[src/rtl/vga_frame_reader_if.sv]
// Bundle between the VGA frame reader, the frame buffer's display read port
// and the VGA connector.
interface vga_frame_reader_if;
  logic [15:0] fb_addr;
  logic        fb_re;
  logic [11:0] fb_rdata;
  logic [3:0]  vga_r;
  logic [3:0]  vga_g;
  logic [3:0]  vga_b;
  logic        vga_hs;
  logic        vga_vs;
  logic        in_vblank;
  logic        frame_start;

  // Reader side: issues reads, drives the monitor.
  modport master (
    output fb_addr, fb_re, vga_r, vga_g, vga_b, vga_hs, vga_vs, in_vblank, frame_start,
    input  fb_rdata
  );

  // Frame buffer / monitor side.
  modport slave (
    input  fb_addr, fb_re, vga_r, vga_g, vga_b, vga_hs, vga_vs, in_vblank, frame_start,
    output fb_rdata
  );
endinterface

[src/rtl/vga_frame_reader.sv]
// VGA frame reader: generates 640x480@60 timing and shows the 256x192 frame
// buffer as a centred, pixel-doubled window. Border and blanking are black.
// Two-stage per-pixel pipeline: stage A (div_cnt==0) issues the buffer read,
// stage B (div_cnt==1) captures the returned colour together with sync/blank
// so all monitor outputs stay aligned.
module vga_frame_reader #(
  parameter int CLK_DIV = 4,
  parameter int H_VIS   = 640,
  parameter int H_FP    = 16,
  parameter int H_SYNC  = 96,
  parameter int H_BP    = 48,
  parameter int V_VIS   = 480,
  parameter int V_FP    = 10,
  parameter int V_SYNC  = 2,
  parameter int V_BP    = 33,
  parameter int WIN_X0  = 64,
  parameter int WIN_Y0  = 48,
  parameter int SRC_W   = 256,
  parameter int SRC_H   = 192
) (
  input  logic              clk,
  input  logic              rst,
  vga_frame_reader_if.master bus
);

  localparam int H_TOT = H_VIS + H_FP + H_SYNC + H_BP;
  localparam int V_TOT = V_VIS + V_FP + V_SYNC + V_BP;
  localparam int DIV_W = $clog2(CLK_DIV);

  localparam logic [DIV_W-1:0] DIV_LAST = DIV_W'(CLK_DIV - 1);
  localparam logic [DIV_W-1:0] DIV_B    = DIV_W'(1);
  localparam logic [9:0] H_LAST = 10'(H_TOT - 1);
  localparam logic [9:0] V_LAST = 10'(V_TOT - 1);
  localparam logic [9:0] WX0    = 10'(WIN_X0);
  localparam logic [9:0] WX1    = 10'(WIN_X0 + 2 * SRC_W);
  localparam logic [9:0] WY0    = 10'(WIN_Y0);
  localparam logic [9:0] WY1    = 10'(WIN_Y0 + 2 * SRC_H);
  localparam logic [9:0] HS0    = 10'(H_VIS + H_FP);
  localparam logic [9:0] HS1    = 10'(H_VIS + H_FP + H_SYNC);
  localparam logic [9:0] VS0    = 10'(V_VIS + V_FP);
  localparam logic [9:0] VS1    = 10'(V_VIS + V_FP + V_SYNC);
  localparam logic [9:0] VVIS   = 10'(V_VIS);

  // Window offsets halved give the source column/row ({row, col} address).
  function automatic logic [15:0] pack_addr(input logic [9:0] h_off, input logic [9:0] v_off);
    return {8'(v_off >> 1), 8'(h_off >> 1)};
  endfunction

  logic [DIV_W-1:0] div_cnt_q, div_cnt_d;
  logic [9:0]       h_cnt_q, h_cnt_d;
  logic [9:0]       v_cnt_q, v_cnt_d;
  logic             frame_start_q, frame_start_d;
  logic [15:0]      fb_addr_p0_q, fb_addr_p0_d;
  logic             fb_re_p0_q, fb_re_p0_d;
  logic             win_p0_q, win_p0_d;
  logic [11:0]      rgb_p1_q, rgb_p1_d;
  logic             hs_p1_q, hs_p1_d;
  logic             vs_p1_q, vs_p1_d;
  logic             blank_p1_q, blank_p1_d;

  logic       tick, adv, stage_b, win;
  logic [9:0] h_off, v_off;

  // Pixel divider and screen position counters.
  always_comb begin
    tick    = (div_cnt_q == '0);
    adv     = (div_cnt_q == DIV_LAST);
    stage_b = (div_cnt_q == DIV_B);
    div_cnt_d = adv ? '0 : div_cnt_q + DIV_W'(1);
    h_cnt_d   = h_cnt_q;
    v_cnt_d   = v_cnt_q;
    if (adv) begin
      if (h_cnt_q == H_LAST) begin
        h_cnt_d = '0;
        v_cnt_d = (v_cnt_q == V_LAST) ? '0 : v_cnt_q + 10'd1;
      end else begin
        h_cnt_d = h_cnt_q + 10'd1;
      end
    end
    frame_start_d = adv && (h_cnt_q == H_LAST) && (v_cnt_q == V_LAST);
  end

  // Stage A: window test and buffer read request on the pixel tick.
  always_comb begin
    win   = (h_cnt_q >= WX0) && (h_cnt_q < WX1) && (v_cnt_q >= WY0) && (v_cnt_q < WY1);
    h_off = h_cnt_q - WX0;
    v_off = v_cnt_q - WY0;
    fb_re_p0_d   = tick && win;
    fb_addr_p0_d = (tick && win) ? pack_addr(h_off, v_off) : fb_addr_p0_q;
    win_p0_d     = tick ? win : win_p0_q;
  end

  // Stage B: capture colour (or black) with sync and blank from the same h/v.
  always_comb begin
    rgb_p1_d   = rgb_p1_q;
    hs_p1_d    = hs_p1_q;
    vs_p1_d    = vs_p1_q;
    blank_p1_d = blank_p1_q;
    if (stage_b) begin
      rgb_p1_d   = win_p0_q ? bus.fb_rdata : 12'h000;
      hs_p1_d    = ~((h_cnt_q >= HS0) && (h_cnt_q < HS1));
      vs_p1_d    = ~((v_cnt_q >= VS0) && (v_cnt_q < VS1));
      blank_p1_d = (v_cnt_q >= VVIS);
    end
  end

  // All state clears immediately on reset; a pixel in flight is dropped.
  always_ff @(posedge clk or posedge rst) begin
    if (rst) begin
      div_cnt_q     <= '0;
      h_cnt_q       <= '0;
      v_cnt_q       <= '0;
      frame_start_q <= 1'b0;
      fb_addr_p0_q  <= '0;
      fb_re_p0_q    <= 1'b0;
      win_p0_q      <= 1'b0;
      rgb_p1_q      <= '0;
      hs_p1_q       <= 1'b1;
      vs_p1_q       <= 1'b1;
      blank_p1_q    <= 1'b0;
    end else begin
      div_cnt_q     <= div_cnt_d;
      h_cnt_q       <= h_cnt_d;
      v_cnt_q       <= v_cnt_d;
      frame_start_q <= frame_start_d;
      fb_addr_p0_q  <= fb_addr_p0_d;
      fb_re_p0_q    <= fb_re_p0_d;
      win_p0_q      <= win_p0_d;
      rgb_p1_q      <= rgb_p1_d;
      hs_p1_q       <= hs_p1_d;
      vs_p1_q       <= vs_p1_d;
      blank_p1_q    <= blank_p1_d;
    end
  end

  assign bus.fb_addr     = fb_addr_p0_q;
  assign bus.fb_re       = fb_re_p0_q;
  assign bus.vga_r       = rgb_p1_q[11:8];
  assign bus.vga_g       = rgb_p1_q[7:4];
  assign bus.vga_b       = rgb_p1_q[3:0];
  assign bus.vga_hs      = hs_p1_q;
  assign bus.vga_vs      = vs_p1_q;
  assign bus.in_vblank   = blank_p1_q;
  assign bus.frame_start = frame_start_q;

endmodule

[src/flat_wrapper.sv]
// flat-port wrapper written by rule: the top's interface ports become plain ports
module vga_frame_reader_flat 
#(
  parameter int CLK_DIV = 4,
  parameter int H_VIS   = 640,
  parameter int H_FP    = 16,
  parameter int H_SYNC  = 96,
  parameter int H_BP    = 48,
  parameter int V_VIS   = 480,
  parameter int V_FP    = 10,
  parameter int V_SYNC  = 2,
  parameter int V_BP    = 33,
  parameter int WIN_X0  = 64,
  parameter int WIN_Y0  = 48,
  parameter int SRC_W   = 256,
  parameter int SRC_H   = 192
)
  (clk, rst, bus_fb_addr, bus_fb_re, bus_vga_r, bus_vga_g, bus_vga_b, bus_vga_hs, bus_vga_vs, bus_in_vblank, bus_frame_start, bus_fb_rdata);
  vga_frame_reader_if bus_i ();
  input  logic clk;
  input  logic rst;
  output wire logic [$bits(bus_i.fb_addr)-1:0] bus_fb_addr;
  output wire logic [$bits(bus_i.fb_re)-1:0] bus_fb_re;
  output wire logic [$bits(bus_i.vga_r)-1:0] bus_vga_r;
  output wire logic [$bits(bus_i.vga_g)-1:0] bus_vga_g;
  output wire logic [$bits(bus_i.vga_b)-1:0] bus_vga_b;
  output wire logic [$bits(bus_i.vga_hs)-1:0] bus_vga_hs;
  output wire logic [$bits(bus_i.vga_vs)-1:0] bus_vga_vs;
  output wire logic [$bits(bus_i.in_vblank)-1:0] bus_in_vblank;
  output wire logic [$bits(bus_i.frame_start)-1:0] bus_frame_start;
  input wire logic [$bits(bus_i.fb_rdata)-1:0] bus_fb_rdata;
  assign bus_fb_addr = bus_i.fb_addr;
  assign bus_fb_re = bus_i.fb_re;
  assign bus_vga_r = bus_i.vga_r;
  assign bus_vga_g = bus_i.vga_g;
  assign bus_vga_b = bus_i.vga_b;
  assign bus_vga_hs = bus_i.vga_hs;
  assign bus_vga_vs = bus_i.vga_vs;
  assign bus_in_vblank = bus_i.in_vblank;
  assign bus_frame_start = bus_i.frame_start;
  assign bus_i.fb_rdata = bus_fb_rdata;
  vga_frame_reader #(.CLK_DIV(CLK_DIV), .H_VIS(H_VIS), .H_FP(H_FP), .H_SYNC(H_SYNC), .H_BP(H_BP), .V_VIS(V_VIS), .V_FP(V_FP), .V_SYNC(V_SYNC), .V_BP(V_BP), .WIN_X0(WIN_X0), .WIN_Y0(WIN_Y0), .SRC_W(SRC_W), .SRC_H(SRC_H)) u_core (.clk(clk), .rst(rst), .bus(bus_i));
endmodule
[config.mk]
export PLATFORM = sky130hd
export DESIGN_NAME = vga_frame_reader_flat
export DESIGN_NICKNAME = d
export VERILOG_FILES = /design/src/rtl/vga_frame_reader_if.sv /design/src/rtl/vga_frame_reader.sv /design/src/flat_wrapper.sv
export SDC_FILE = /design/constraint.sdc
export NUM_CORES = 1
export LEC_CHECK = 0
export CORE_MARGIN = 1
export CORE_UTILIZATION = 50
export CTS_BUF_LIST = sky130_fd_sc_hd__clkbuf_4
export CTS_CLUSTER_SIZE = 10
export DETAILED_ROUTE_END_ITERATION = 6
export HOLD_SLACK_MARGIN = 0.02
export PLACE_DENSITY = 0.76
export SYNTH_ARGS = -nofsm -noshare
export SYNTH_HDL_FRONTEND = slang
export SYNTH_SLANG_ARGS = --single-unit
export TNS_END_PERCENT = 5
[constraint.sdc]
create_clock -name clk -period 2.9 [get_ports clk]
set_clock_uncertainty 0.05 [all_clocks]
set_input_delay 0.435 -clock clk [delete_from_list [all_inputs] [get_ports clk]]
set_output_delay 0.435 -clock clk [all_outputs]
set_load 0.005 [all_outputs]
==> metrics.yaml <==
run_status:
  result_of_the_run: "completed"
placement:
  place.port_buffers: 46
  routabilityCongestion: 0.898
  placed_cells: 381
  dp_hpwl_mm: 3.99
synth:
  synth-seq-cells: 56
  sequential_share_of_the_synthesized_area_pct: 49.5
  postSynthAreaPerCell_um2: 10.5
  synthesis.instances: 271
  ys_types: 51
  syn_area_um2: 2840
  dominantRegCellSynth: "sky130_fd_sc_hd__dfrtp_1"
  syn_nets: 299
  synth_edf_count: 0
  asyncSetResetFlopFracSynth_pct: 100
  ys_warn_count: 0
timing:
  final-hold-violation-count: 0
  finalSetupViolCount: 0
  timing.max_slew.rel_slack_pct: 56.5
  post-route-period-util_pct: 78.0
  setup_tns_ns: 0
  final_hold_slack_ns: 0.382
  worstMarginPinSlew_ns: 0.651
  final-max-slew-violation-count: 0
  max_freq_mhz: 442
  rsz0062_at_grt: "false"
  final.min_clock_period_ns: 2.26
pwr:
  total_power_mw: 1.24
  power_frac_comb_pct: 2.8
  switching_share_pct: 20.3
  internal_power_uw: 989
  total_leakage_power_nw: 1.52
  power.net_switching_uw: 251
  worst_ir_drop_vdd_mv: 0.163
  power.share.sequential_pct: 63.0
  power_density_nw_per_um2: 362
  p_clk_share_pct: 34.2
worst_setup_path:
  critPathMaxFanout: 16
  crit_arrival_ns: 2.50
  critPathSlowestCell: "sky130_fd_sc_hd__dfrtp_1"
  worstSetupPathType: "flip-flop to flip-flop"
  cp_slowest_stage_delay_ns: 0.49
  cp_data_required_time_ns: 3.13
  critical_path_cell_by_cell: "ha_1 -> or2_1 -> a211oi_4 -> nand3_4 -> mux2_4"
  startpoint_type: "flip-flop"
  critical_path.endpoint_type: "flip-flop"
global_routing:
  globalRoute.totalOverflow: 0
  grtUsageTotal_pct: 20.6
  first_global_vias: 1979
  pin_count_of_the_biggest_net_entering_global_routing: 33
  antenna_found_initial: 0
  wire_length_of_the_first_global_routing_pass_mm: 9.72
floorplan:
  initial_core_utilization_pct: 51.8
  core_area_um2: 5470
  num_rows: 27
  ios: 47
  dieArea_um2: 5980
  floorplan.die.height_um: 77.3
  horizontal_extent_of_the_die_um: 77.3
detailed_routing:
  final_antenna_net_count: 0
  highest-signal-layer: "met4"
  routed-via-count: 2036
  post-route-drc-count: 0
  dr.pass1.iters: 4
  routed_wirelength_mm: 5.58
  drt_iter0_drc: 163
  detail_routed_via_count_per_cell: 5.23
  met3WireLength_um: 240
  routedWlPerCell_um: 14.3
  route.met2.wl_mm: 2.52
  route.layer.met1.wl_mm: 2.74
layout:
  multiInputGateArea_um2: 1240
  final.fill_count: 449
  final_cell_count_without_fillers: 389
  area_growth_syn_to_layout_pct: 20.7
  finish.utilization_pct: 62.6
  seq_area_um2: 1400
  most_common_cell_after_layout_fill_and_taps_aside: "sky130_fd_sc_hd__dfrtp_1"
  final_cell_mix: "sky130_fd_sc_hd__dfrtp_1 (54), sky130_fd_sc_hd__clkdlybuf4s50_1 (46), sky130_fd_sc_hd__inv_1 (31), sky130_fd_sc_hd__nand2_1 (21), sky130_fd_sc_hd__o21ai_0 (21)"
  finish.net_count: 344
  final_layout_size_suffix_gt1_share_pct: 11.0
  antenna_cells_inserted: 0
cts:
  clock-root-buffer: "sky130_fd_sc_hd__clkbuf_4"
  cts_setup_buffers: 0
  clock_tree.htree_level_count: 2
  clkLatencyLatePin_ns: 0.38
  tritoncts: "yes"
  cts_buffers: 5
  postCtsResizedCells: 0
  clock_path_buffers: 2
  numClockSinks: 56
  ctsHoldBuffers: 0
  clk_transition_reported_paths_ns: 0.16
job:
  cap_viol_max_count: 0
hold_path:
  holdCritPathClass: "input port to asynchronous set/reset pin"
-- sequential cells by signal, indices dropped and copies added, names as in the netlist --
| name | count |
|---|---|
| u_core.v_cnt_q | 10 |
| u_core.bus.frame_start | 1 |
| u_core.bus.fb_re | 1 |
| u_core.bus.vga_hs | 1 |
| u_core.bus.vga_vs | 1 |
| u_core.h_cnt_q | 10 |
| u_core.rgb_p1_q | 12 |
| u_core.win_p0_q | 1 |
| u_core.div_cnt_q | 2 |
| u_core.bus.fb_addr | 16 |
| u_core.bus.in_vblank | 1 |
-- Yosys cell counts (2+ instances only) --
master,n,area (um^2)
sky130_fd_sc_hd__a21o_1,2,15.0
sky130_fd_sc_hd__a21oi_1,4,20.0
sky130_fd_sc_hd__a31oi_1,3,18.8
sky130_fd_sc_hd__and2_1,3,18.8
sky130_fd_sc_hd__and3_1,4,25.0
sky130_fd_sc_hd__buf_2,4,20.0
sky130_fd_sc_hd__clkbuf_1,6,22.5
sky130_fd_sc_hd__dfrtp_1,54,1350
sky130_fd_sc_hd__dfstp_2,2,52.6
sky130_fd_sc_hd__ha_1,14,175
sky130_fd_sc_hd__inv_1,32,120
sky130_fd_sc_hd__mux2_2,7,78.8
sky130_fd_sc_hd__mux2_4,7,105
sky130_fd_sc_hd__mux2i_1,4,40.0
sky130_fd_sc_hd__nand2_1,21,78.8
sky130_fd_sc_hd__nand2b_1,3,18.8
sky130_fd_sc_hd__nand3_1,15,75.1
sky130_fd_sc_hd__nand4_1,4,25.0
sky130_fd_sc_hd__nor2_1,16,60.1
sky130_fd_sc_hd__nor2b_1,2,12.5
sky130_fd_sc_hd__nor4_1,4,25.0
sky130_fd_sc_hd__o21ai_0,21,105
sky130_fd_sc_hd__o31ai_1,2,15.0
sky130_fd_sc_hd__or3_1,2,12.5
sky130_fd_sc_hd__xnor2_1,7,61.3
sky130_fd_sc_hd__xor2_1,3,26.3
-- final timing paths --
path,startpoint,to,slack [ns],depth (start not counted)
max in group asynchronous,rst,u_core.bus.fb_addr[12],1.77,3
max reg2reg,u_core.v_cnt_q[5],u_core.bus.fb_addr[0],0.64,5
min reg2reg,u_core.bus.vga_vs,u_core.bus.vga_vs,0.46,2
min,rst,u_core.bus.fb_addr[5],0.38,2
min in group clk,u_core.bus.vga_vs,u_core.bus.vga_vs,0.46,2
max,u_core.v_cnt_q[5],u_core.bus.fb_addr[0],0.64,5
-- metrics by stage --
| stage | worst slack, ns | instance area (um^2) |
|---|---|---|
| global route | 0.502 | 3420 |
| global placement | 0.703 | 3340 |
| finish | 0.638 | 3420 |
| CTS | 0.619 | 3420 |
| floorplan | 0.834 | 2840 |
| detailed placement | 0.634 | 3340 |
-- critical path, delay by kind of cell (launching register included) --
family | cells | cell delay (ns)
compound gates | 1 | 0.34
fa+ha+maj | 1 | 0.30
simple gates | 2 | 0.60
flops | 1 | 0.49
mux | 1 | 0.39
-- power groups by stage --
stage                     logic, mW  registers [mW]  clock network [mW]
after detailed placement     0.0359           0.796                   0
after floorplan              0.0116           0.796                   0
after global routing         0.0390           0.782               0.467
after CTS                    0.0360           0.781               0.437
final                        0.0345           0.781               0.424
after global placement       0.0354           0.796                   0
-- per-layer routing --
layer	GRT usage, %	vias up
li1	-	1005
met1	29.3	971
met2	31.7	54
met3	3.69	6
met4	6.98	0
met5	0	-
-- cell families (layout without fill, tap and decap cells) --
logic type,after synthesis,in the layout,share of synthesized area [%]
AO/OA/AOI/OAI,41,41,9.09
XOR/XNOR,10,10,3.09
adder cells (fa/ha/maj),14,14,6.18
buffers and inverters,44,90,6.84
flip-flops,56,56,49.5
multiplexers,18,18,7.90
AND/OR/NAND/NOR,88,88,17.4
-- area by class of cell --
| class | instances | area share, % |
|---|---|---|
| Timing Repair Buffer | 50 | 14.3 |
| Multi-Input combinational cell | 171 | 36.2 |
| Tap cell | 72 | 2.63 |
| Clock inverter | 2 | 1.02 |
| Clock buffer | 6 | 1.32 |
| Sequential cell | 56 | 41.0 |
| Inverter | 32 | 3.51 |
Power figures use the tool's default switching activity.
